[config.mk]
export PLATFORM = sky130hd
export DESIGN_NAME = carregador_programa_flat
export DESIGN_NICKNAME = d
export VERILOG_FILES = /design/src/rtl/carregador_programa_pkg.sv /design/src/rtl/carregador_programa_if.sv /design/src/rtl/carregador_programa_acumulador_xor.sv /design/src/rtl/carregador_programa.sv /design/src/flat_wrapper.sv
export SDC_FILE = /design/constraint.sdc
export NUM_CORES = 1
export LEC_CHECK = 0
export ABC_AREA = 0
export BUFFER_PORTS_ARGS = -buffer_cell sky130_fd_sc_hd__buf_2
export CAP_MARGIN = 20
export CORE_MARGIN = 8
export CORE_UTILIZATION = 30
export CTS_CLUSTER_DIAMETER = 150
export CTS_CLUSTER_SIZE = 20
export DETAILED_ROUTE_END_ITERATION = 8
export MAX_ROUTING_LAYER = met4
export PLACE_DENSITY = 0.59
export SLEW_MARGIN = 15
export SYNTH_ARGS = -nofsm -noshare
export SYNTH_HDL_FRONTEND = slang
export SYNTH_SLANG_ARGS = --single-unit
[constraint.sdc]
create_clock -name CLK -period 2.3 [get_ports CLK]
set_input_delay 0.23 -clock CLK [delete_from_list [all_inputs] [get_ports CLK]]
set_output_delay 0.23 -clock CLK [all_outputs]
set_load 0.005 [all_outputs]
[src/rtl/carregador_programa_pkg.sv]
// carregador_programa_pkg: shared widths and FSM state encoding for the program loader
package carregador_programa_pkg;
    localparam int ADDR_W = 8;
    localparam int DATA_W = 8;
    typedef enum logic [2:0] {OCIOSO, TAMANHO, CARGA, VERIFICA, PRONTO, ERRO} estado_t;
endpackage

[src/rtl/carregador_programa_if.sv]
// carregador_programa_if: valid/ready byte stream; master = host, slave = loader
//   in_valid/in_data driven by master, in_ready driven by slave
interface carregador_programa_if #(parameter int DATA_W = carregador_programa_pkg::DATA_W);
    logic              in_valid;
    logic              in_ready;
    logic [DATA_W-1:0] in_data;
    modport master (output in_valid, in_data, input in_ready);
    modport slave  (input in_valid, in_data, output in_ready);
endinterface

[src/rtl/carregador_programa_acumulador_xor.sv]
// acumulador_xor: running XOR of accepted bytes
//   CLK, RESET_N (async active-low), clear, enable, din -> dout
module acumulador_xor #(parameter int W = 8) (
    input  logic         CLK,
    input  logic         RESET_N,
    input  logic         clear,
    input  logic         enable,
    input  logic [W-1:0] din,
    output logic [W-1:0] dout
);
    always_ff @(posedge CLK or negedge RESET_N)
        if (!RESET_N)    dout <= '0;
        else if (clear)  dout <= '0;
        else if (enable) dout <= dout ^ din;
endmodule

[src/rtl/carregador_programa.sv]
// carregador_programa: streams a length-prefixed program into instruction memory, holding the CPU meanwhile
//   CLK, RESET_N (async active-low), start pulse, s (stream slave),
//   mem_we/mem_addr/mem_data write port, cpu_hold, done, erro
//   CARREGADOR_CHECKSUM_EN: expect a trailing XOR checksum byte, mismatch -> ERRO
module carregador_programa
    import carregador_programa_pkg::*;
#(
    parameter int ADDR_W = carregador_programa_pkg::ADDR_W,
    parameter int DATA_W = carregador_programa_pkg::DATA_W
) (
    input  logic              CLK,
    input  logic              RESET_N,
    input  logic              start,
    carregador_programa_if.slave s,
    output logic              mem_we,
    output logic [ADDR_W-1:0] mem_addr,
    output logic [DATA_W-1:0] mem_data,
    output logic              cpu_hold,
    output logic              done,
    output logic              erro
);
    estado_t estado, prox;
    // one extra bit so a length byte of 0 means a full 2^ADDR_W words without wrapping
    logic [DATA_W:0] n;
    logic [ADDR_W:0] count;
    logic xfer;
    assign xfer = s.in_valid && s.in_ready;
`ifdef CARREGADOR_CHECKSUM_EN
    localparam estado_t FIM_CARGA = VERIFICA;
    logic [DATA_W-1:0] soma;
    acumulador_xor #(.W(DATA_W)) u_xor (
        .CLK(CLK), .RESET_N(RESET_N),
        .clear(estado == TAMANHO && xfer),
        .enable(estado == CARGA && xfer),
        .din(s.in_data), .dout(soma)
    );
    assign erro = estado == ERRO;
`else
    localparam estado_t FIM_CARGA = PRONTO;
    assign erro = 1'b0;
`endif
    assign s.in_ready = estado inside {TAMANHO, CARGA, VERIFICA};
    // hold is a function of state, so it falls on the same edge that registers the last write
    assign cpu_hold = estado != PRONTO;
    assign done = estado == PRONTO;
    always_ff @(posedge CLK or negedge RESET_N)
        if (!RESET_N) estado <= OCIOSO;
        else          estado <= prox;
    always_comb begin
        prox = estado;
        case (estado)
            OCIOSO, PRONTO, ERRO: prox = start ? TAMANHO : estado;
            TAMANHO: prox = xfer ? CARGA : estado;
            CARGA: prox = (xfer && count + 1'b1 == n) ? FIM_CARGA : estado;
`ifdef CARREGADOR_CHECKSUM_EN
            VERIFICA: prox = xfer ? ((s.in_data == soma) ? PRONTO : ERRO) : estado;
`endif
            default: prox = OCIOSO;
        endcase
    end
    always_ff @(posedge CLK or negedge RESET_N)
        if (!RESET_N) begin
            n <= '0;
            count <= '0;
            mem_we <= 1'b0;
            mem_addr <= '0;
            mem_data <= '0;
        end else begin
            mem_we <= estado == CARGA && xfer;
            if (estado == TAMANHO && xfer) begin
                n <= {s.in_data == '0, s.in_data};
                count <= '0;
            end
            if (estado == CARGA && xfer) begin
                mem_addr <= count[ADDR_W-1:0];
                mem_data <= s.in_data;
                count <= count + 1'b1;
            end
        end
endmodule

[src/flat_wrapper.sv]
// flat-port wrapper written by rule: the top's interface ports become plain ports
module carregador_programa_flat import carregador_programa_pkg::*;
#(
    parameter int ADDR_W = carregador_programa_pkg::ADDR_W,
    parameter int DATA_W = carregador_programa_pkg::DATA_W
)
  (CLK, RESET_N, start, mem_we, mem_addr, mem_data, cpu_hold, done, erro, s_in_valid, s_in_data, s_in_ready);
  carregador_programa_if #(.DATA_W(DATA_W)) s_i ();
  input  logic CLK;
  input  logic RESET_N;
  input  logic start;
  output logic mem_we;
  output logic [ADDR_W-1:0] mem_addr;
  output logic [DATA_W-1:0] mem_data;
  output logic cpu_hold;
  output logic done;
  output logic erro;
  input wire logic [$bits(s_i.in_valid)-1:0] s_in_valid;
  input wire logic [$bits(s_i.in_data)-1:0] s_in_data;
  output wire logic [$bits(s_i.in_ready)-1:0] s_in_ready;
  assign s_i.in_valid = s_in_valid;
  assign s_i.in_data = s_in_data;
  assign s_in_ready = s_i.in_ready;
  carregador_programa #(.ADDR_W(ADDR_W), .DATA_W(DATA_W)) u_core (.CLK(CLK), .RESET_N(RESET_N), .start(start), .s(s_i), .mem_we(mem_we), .mem_addr(mem_addr), .mem_data(mem_data), .cpu_hold(cpu_hold), .done(done), .erro(erro));
endmodule
==> summary.md, run 1 <==
The flow ran to the end, and the final reports show no timing, DRC or antenna violations. Master cell of the clock root buffer: clkbuf_8. The post-cts hold buffer count came out at 0.

The net count after synthesis was 211; the final worst-path cycle share was 0.908. The first global-routing pass estimated 7480 um of wire. The clock drives 38 sinks. Dividing total power by cell area gives a power density of 1020 nW/um^2. The tools report the number of antenna-violating nets in the routed design as 0. The maximum vdd ir drop came out at 0.532 mV.

The relative contribution of sequential cells to total power came out at 0.455. The run gives 2.12 ps as the final setup skew. Count of endpoints failing hold in the final timing report: 0.

Averaged over all synthesized cells, the footprint is 9.88 um^2. The endpoint class of the critical path is a flop. Compared with the post-synthesis result, the final layout area differs by 15.1%. Clock latency on the worst-skew pair, taken at its later pin, is 290 ps. The worst hold path belongs to the class input port to async pin. The tools report the count of routing violations after the opening detailed-route iteration as 89.

The reported net switching power was 800 uW; the DRC violation count after routing was 0. Of all nets on the critical path, the largest fanout is 8. After clock tree synthesis, the repair step resized 0 gates. The total of fill cells in the finished design was 670. STA classifies the critical path startpoint as a flop.

The required time at the endpoint of the critical path was 2470 ps. Synthesis produced a netlist whose cell count is 198. After detailed routing, the average wire length per cell comes to 14.4 um. The tools report the buffer count from post-CTS setup fixing as 0. Length of routed wiring on met1: 2100 um.

Summed over all nets, the half-perimeter wirelength after detailed placement is 3200 um. Global-route usage over all layers: 0.0977. For the effective utilization at floorplan, the log shows 0.310. The H-tree generated during clock tree synthesis spans 2 levels.

Uppermost layer routed: met4. The floorplan step set the die height to 96.7 um. The logs give 0 for the reported max-cap violation count and 2030 um for the routed length on met2.

The maximum number of pins on one net before global-route repair came out at 39. Clock network power share: 0.204. At the pin with the least slew margin, the transition time is 841 ps. For the count of boundary I/O pins, the log shows 33.

For the final weighted congestion in routability-driven placement, the log shows 0.805. The total of buffers placed on input and output ports is 31, and the area enclosed by the die boundary is 9360 um^2. The count of synthesis-stage warnings from yosys was 0. The initial antenna violation count is 0.

After clock tree synthesis, the clock-pin slew on the worst setup and hold paths is 70 ps. After synthesis, the netlist uses 51 different library cells. The detailed route wirelength on metal3 is 166 um. Largest buffer count on any clock path: 2.

nand2_1 is the most common cell in the netlist. The most common flop cell mapped by yosys is dfrtp_1. In the post-synthesis netlist, the biggest area contributors are dfrtp_1 49%, nand2_1 9.6%, mux2_2 5.2%, o21ai_0 3.1%, nor2_1 2.5%. The core region area was 6310 um^2. Counting instances in the post-synthesis netlist gives the leading cell types as 50 x nand2_1, 38 x dfrtp_1, 13 x nor2_1, 12 x o21ai_0, 9 x mux2_2. TritonCTS built the clock tree.

Hold is met by 33.1 ps. The signal on the critical path passes through ha_1, xor3_1, a21oi_1, o22ai_1, nor4_2, o32ai_2. The logs give 0 for the total overflow reported by the global router and 1.50 mW for the cell internal power dissipation.

The worst register-to-register path begins at u_core.count[0]$_DFFE_PN0P_. Async set-or-reset flop fraction in the synthesized netlist: 1.00. The run gives 1960 um^2 as the post-synthesis instance area. The via count is 1,513. For this design the static power due to leakage is 1.09 nW. The tools report the total clock buffers created by CTS as 5.

The count of flip-flops with a built-in enable after synthesis was 0; the delay of the slowest cell on the worst path was 520 ps. The slowest stage of the critical path belongs to the cell dfrtp_1. The logs give 4 for the number of detailed-routing iterations run before antenna repair and 0.341 for the combinational fraction of design power. For this run, the post-layout net count is 240.

Most area-hungry cell type in the Yosys netlist: dfrtp_1. The setup TNS is 0 ps. The critical path arrival was 2260 ps; the top achievable clock speed was 479 MHz. The number of cells on the worst reg-to-reg path came out at 6. The run gives 4390 um as the sum of routed wire length over all layers. The worst register-to-register path ends at u_core.estado[1]$_DFFE_PN0P_. Setup repair after global routing left no endpoint under its margin. Number of core rows: 29.

Via count of the first global-routing pass: 1,574. The class of the most critical setup path is flop to flop. The die width was 96.7 um. After detailed routing, the number of vias per cell comes to 4.96. The total of endpoints with negative setup slack in the final report was 0; the switching share of power was 0.347. The routed design could run at a clock period as short as 2090 ps. The area share of the leading cell type in the synthesized netlist is 0.486. The share of final-layout standard cells stronger than drive strength 1 was 0.272; the setup slack on the worst flop-to-flop path was 210 ps. For the tightest slew margin relative to the limit, the log shows 0.439.

The count of state elements after synthesis works out to 38. For the final count of pins violating max slew, the log shows 0. The post-synthesis sequential area ratio was 0.486. The tools report the number of inserted diodes as 0.
worst max-delay path by stage:
stage	startpoint	end	slack, ps	cells past startpoint
after detailed placement	u_core.count[0]$_DFFE_PN0P_	u_core.estado[1]$_DFFE_PN0P_	250	6
after floorplan	u_core.count[1]$_DFFE_PN0P_	u_core.estado[1]$_DFFE_PN0P_	500	7
after CTS	u_core.count[0]$_DFFE_PN0P_	u_core.estado[1]$_DFFE_PN0P_	230	6
final	u_core.count[0]$_DFFE_PN0P_	u_core.estado[1]$_DFFE_PN0P_	210	6
after global placement	u_core.count[0]$_DFFE_PN0P_	u_core.estado[1]$_DFFE_PN0P_	300	6
after global routing	u_core.count[0]$_DFFE_PN0P_	u_core.estado[1]$_DFFE_PN0P_	70	6
state kept, by name, indices dropped and copies added (netlist names):
name,count
u_core.count,9
u_core.n,9
u_core.mem_addr,8
u_core.mem_data,8
u_core.estado,3
u_core.mem_we,1
per-stage QoR:
step	setup WS, ps	instances	power, mW	util	area (um^2)
6_report	212	305	2.30	0.357	2250
5_1_grt	74.7	305	2.47	0.357	2250
4_1_cts	231	305	2.34	0.357	2250
3_5_place_dp	251	297	1.86	0.342	2160
3_3_place_gp	299	297	1.84	0.342	2160
2_1_floorplan	496	198	1.58	-	1960
layout by cell type, fill, tap and decap left out, types with 2 or more instances in the layout:
master     n
o21ai_0   12
a21oi_1    3
nor2_1    13
xnor2_1    3
nand4_1    3
nand2b_1   3
buf_4      4
nand2_1   50
o21bai_1   2
nand3_1    2
dfrtp_1   38
buf_2     31
mux2_2     9
clkbuf_8   6
and3_1     3
inv_1      4
a22o_1     3
xor2_1     3
nor4_1     3
metal layers:
metal / global-route usage / vias up
li1: - / 729
met2: 0.151 / 42
met1: 0.120 / 731
met5: - / -
met4: 0.0438 / 0
met3: 0.0206 / 11
power by group through the flow:
| stage | registers (mW) | clock network, mW | logic, mW |
|---|---|---|---|
| 2_1_floorplan | 1.01 | 0 | 0.573 |
| 3_3_place_gp | 1.05 | 0 | 0.788 |
| 3_5_place_dp | 1.06 | 0 | 0.802 |
| 4_1_cts | 1.05 | 0.488 | 0.800 |
| 5_1_grt | 1.08 | 0.507 | 0.879 |
| 6_report | 1.05 | 0.470 | 0.786 |
kinds of logic after synthesis:
| family | share of synthesized area |
|---|---|
| muxes | 0.0595 |
| and+or+nand+nor | 0.225 |
| adders and majority gates | 0.0115 |
| AOI/OAI and AO/OA | 0.120 |
| DFF | 0.486 |
| xor gates and xnor gates | 0.0474 |
| other | 0.00192 |
| buffers and inverters | 0.0493 |
worst max-delay path, delay by kind of cell (launching register included):
kind                       cells  cell delay (ps)
adders and majority gates      1              400
xor gates and xnor gates       1              370
and+or+nand+nor                1              310
AOI/OAI and AO/OA              3              360
DFF                            1              520
area by class of cell:
class	instances	area [um^2]	area share
timing repair buffer	35	185	0.0823
sequential	38	951	0.422
clock inverter	1	5.00	0.00222
multi-input combinational	142	908	0.404
tap	77	96.3	0.0428
clock buffer	7	86.3	0.0384
inverter	5	18.8	0.00834
Power figures use the tool's default switching activity.
==> run 2, diff against run 1 <==
--- a/config.mk
+++ b/config.mk
@@ -18,4 +18,5 @@
 export SLEW_MARGIN = 15
 export SYNTH_ARGS = -nofsm -noshare
 export SYNTH_HDL_FRONTEND = slang
+export SYNTH_HIERARCHICAL = 1
 export SYNTH_SLANG_ARGS = --single-unit
==> run 2 against run 1 <==
Compared with the run above: clock-buffer cell count fell by 1; clock skew rose by 2.9 ps; largest power group unchanged; largest cell class unchanged; area after synthesis fell by 6.4%.
==> summary.md, run 2 <==
The largest buffer count on any clock path is 2 (unchanged), and the via count of the first global-routing pass is 1,561 (was 1,574). The tools report the post-synthesis sequential area ratio as 0.519 (was 0.486). The most common flop cell mapped by yosys is dfrtp_1 (unchanged).

The most common cell in the synthesized netlist was nand2_1 (unchanged). Setup repair after global routing left no endpoint under its margin. The run gives 2150 um^2 (was 2250 um^2) as the final instance area. The reported net switching power is 900 uW (was 800 uW), and the cell internal power dissipation is 1.54 mW (was 1.50 mW). The number of vias per cell is 4.88 (was 4.96).

The count of state elements after synthesis is 38 (unchanged). The final count of pins violating max slew was 0 (unchanged). The number of clock sinks was 38 (unchanged); the top achievable clock speed was 472 MHz (was 479 MHz). The largest fanout of any net on the critical path came out at 10 (was 8). Startpoint class of the critical path: a flop (unchanged). The tools report the core region area as 5920 um^2 (was 6310 um^2). The run finished with clean final reports. Class of the most critical setup path: flop to flop (unchanged). Tightest slew margin relative to the limit: 0.429 (was 0.439). Number of cells upsized or downsized after cts: 0 (unchanged).

The die width is 94.1 um (was 96.7 um), and the clock network power share is 0.198 (was 0.204). Top cells by count, synth: 60 x nand2_1, 38 x dfrtp_1, 13 x o21ai_0, 11 x nor2_1, 8 x xnor2_1 (was 50 x nand2_1, 38 x dfrtp_1, 13 x nor2_1, 12 x o21ai_0, 9 x mux2_2). The total clock buffers created by CTS was 5 (unchanged); the DRC violation count after routing was 0 (unchanged). Transition time of the tightest slew-check pin: 857 ps (was 841 ps). The classification of the worst-slack hold path is input port to async pin (unchanged). The async set-or-reset flop fraction in the synthesized netlist was 1.00 (unchanged); the leakage power total was 1.07 nW (was 1.09 nW).

Overall power of the completed layout: 2.44 mW (was 2.30 mW). The tools report the maximum vdd ir drop as 0.457 mV (was 0.532 mV). For the count of routing violations after the opening detailed-route iteration, the log shows 98 (was 89). The tools report the number of detailed-routing iterations run before antenna repair as 4 (unchanged).

The global-route wire length before repair was 7360 um (was 7480 um); the final setup skew was 5.02 ps (was 2.12 ps). Synthesis-to-layout area growth: 17.7% (was 15.1%). For the area enclosed by the die boundary, the log shows 8860 um^2 (was 9360 um^2). The shortest period the worst path allows is 2120 ps (was 2090 ps). Count of cell types in the netlist: 39 (was 51). Endpoint class of the critical path: a flop (unchanged). The tools report the total of endpoints with negative setup slack in the final report as 0 (unchanged). The logs give 197 (was 198) for the gate count after technology mapping and 6 (was 0) for the count of synthesis-stage warnings from yosys. Commonest cells after routing, fill and taps aside: 60 x nand2_1, 38 x dfrtp_1, 31 x buf_2, 13 x o21ai_0, 11 x nor2_1 (was 50 x nand2_1, 38 x dfrtp_1, 31 x buf_2, 13 x nor2_1, 12 x o21ai_0).

For the initial antenna violation count, the log shows 0 (unchanged). Number of inserted diodes: 0 (unchanged). The critical path arrival came out at 2300 ps (was 2260 ps). The global-route usage over all layers was 0.108 (was 0.0977); the share of final-layout standard cells stronger than drive strength 1 was 0.218 (was 0.272). The setup slack on the worst flop-to-flop path was 180 ps (was 210 ps); the reported max-cap violation count was 0 (unchanged). The level count of the clock H-tree is 2 (unchanged), and the switching share of power is 0.369 (was 0.347).

The tools report the relative contribution of sequential cells to total power as 0.449 (was 0.455). The die height is 94.1 um (was 96.7 um). Sum of routed wire length over all layers: 4160 um (was 4390 um). The logs give 0 (unchanged) for the total overflow reported by the global router and 2060 um^2 (was 2160 um^2) for the area of placed instances. For the count of endpoints failing hold in the final timing report, the log shows 0 (unchanged).

Largest registers: u_core/count x9, u_core/n x9 (was u_core.count x9, u_core.n x9). The most common library cell in the layout ignoring fill and taps was nand2_1 (unchanged). The tools report the number of nets in the layout as 241 (was 240). The average size of a mapped cell was 9.29 um^2 (was 9.88 um^2). The master cell of the clock root buffer is clkbuf_8 (unchanged).

The logs give 39 (unchanged) for the maximum number of pins on one net before global-route repair and 2480 ps (was 2470 ps) for the required time at the endpoint of the critical path. The tools report the post-synthesis instance area as 1830 um^2 (was 1960 um^2). The logs give 210 (was 211) for the net count after synthesis and 0 ps (unchanged) for the setup TNS. The clock network latency to the later pin of the worst-skew pair is 290 ps (about the same). The effective utilization at floorplan came out at 0.309 (was 0.310).

The via count is 1,482 (was 1,513). The average routed wire per standard cell was 13.7 um (was 14.4 um); the post-cts hold buffer count was 0 (unchanged). The count of flip-flops with a built-in enable after synthesis was 0 (unchanged); the HPWL after detailed placement was 3030 um (was 3200 um). The clock slew seen by the registers of the worst setup and hold paths works out to 80 ps (was 70 ps).

Area share of the leading cell type in the synthesized netlist: 0.519 (was 0.486). Cell types occupying the most area after synthesis: dfrtp_1 52%, nand2_1 12%, xnor2_1 3.8%, o21ai_0 3.6%, xor2_1 3.3% (was dfrtp_1 49%, nand2_1 9.6%, mux2_2 5.2%, o21ai_0 3.1%, nor2_1 2.5%). The most area-hungry cell type in the Yosys netlist was dfrtp_1 (unchanged). The run gives 28 (was 29) as the number of core rows. The total of fill cells in the finished design is 631 (was 670). The power density over cell area was 1130 nW/um^2 (was 1020 nW/um^2); the total of buffers placed on input and output ports was 31 (unchanged). TritonCTS built the clock tree. The final worst-path cycle share was 0.922 (was 0.908); the buffer count from post-CTS setup fixing was 0 (unchanged). The tools report the count of boundary I/O pins as 33 (unchanged). The combinational fraction of design power is 0.353 (was 0.341).

For the final weighted congestion in routability-driven placement, the log shows 0.841 (was 0.805). The run gives 0 (unchanged) as the number of antenna-violating nets in the routed design.
run 2: cell types whose count changed in the layout (fill, tap and decap cells not counted), sizes merged, moves of 2 or more:
cell,before,now
xnor2,4,8
o21ai,12,15
nor2,14,11
and2,0,2
xor2,3,7
nand2b,4,0
nor2b,0,3
mux2,10,7
or4,0,2
a21oi,3,0
o32ai,2,0
nand2,50,60
a22o,3,1
run 2: area by class of cell:
cell class,instances,area [um^2],share of cell area
repair buffers,35,185,0.0859
multi-input cells,144,815,0.378
clock inverters,2,12.5,0.00581
well taps,75,93.8,0.0436
flip-flops and latches,38,951,0.441
inverters,4,15.0,0.00697
clock buffers,6,82.6,0.0383
run 2: cells by family (layout without fill, tap and decap cells):
| kind of cell | count (synthesis) | after routing | synth area share |
|---|---|---|---|
| simple gates | 92 | 92 | 0.223 |
| xor+xnor | 15 | 15 | 0.0718 |
| mux | 7 | 7 | 0.0431 |
| fa+ha+maj | 1 | 1 | 0.00683 |
| buf+inv | 15 | 47 | 0.0355 |
| compound gates | 28 | 28 | 0.0984 |
| flops | 38 | 38 | 0.519 |
| other cells | 1 | 1 | 0.00205 |
run 2: power by group through the flow:
| stage | combinational, mW | clock, mW | sequential (mW) |
|---|---|---|---|
| finish | 0.862 | 0.484 | 1.09 |
| global placement | 0.863 | 0 | 1.10 |
| global route | 0.981 | 0.530 | 1.13 |
| floorplan | 0.600 | 0 | 1.05 |
| CTS | 0.881 | 0.502 | 1.09 |
| detailed placement | 0.881 | 0 | 1.10 |
run 2: per-layer routing:
layer	global-route usage	routed length [um]
met5	-	0
met4	0.0370	65
met2	0.167	1900
met1	0.131	2000
met3	0.0304	204
run 2: worst paths after layout:
path,depth (start not counted),start,endpoint
setup / recovery,6,u_core/count[0]$_DFFE_PN0P_,u_core/estado[1]$_DFFE_PN0P_
hold / removal,1,RESET_N,u_core/n[1]$_DFFE_PN0P_
setup reg to reg,6,u_core/count[0]$_DFFE_PN0P_,u_core/estado[1]$_DFFE_PN0P_
hold reg to reg,2,u_core/mem_addr[7]$_DFFE_PN0P_,u_core/mem_addr[7]$_DFFE_PN0P_
max in group asynchronous,1,RESET_N,u_core/count[7]$_DFFE_PN0P_
min in group CLK,3,s_in_data[1],u_core/mem_data[1]$_DFFE_PN0P_
run 2: critical path: stages, from the launching register on:
cell and delay [ps]:
dfrtp_1 490, ha_1 390, nand3_1 190, xnor2_1 170, nor4_1 320, o2111ai_1 200
a31o_1 250
run 2: metrics by stage:
stage	hold slack [ps]	setup WS, ps	instances	utilization
detailed placement	410	213	296	0.348
global route	122	70.3	304	0.364
CTS	88.4	193	304	0.364
finish	43.9	180	304	0.364
global placement	394	305	296	0.348
floorplan	-65.6	338	197	-
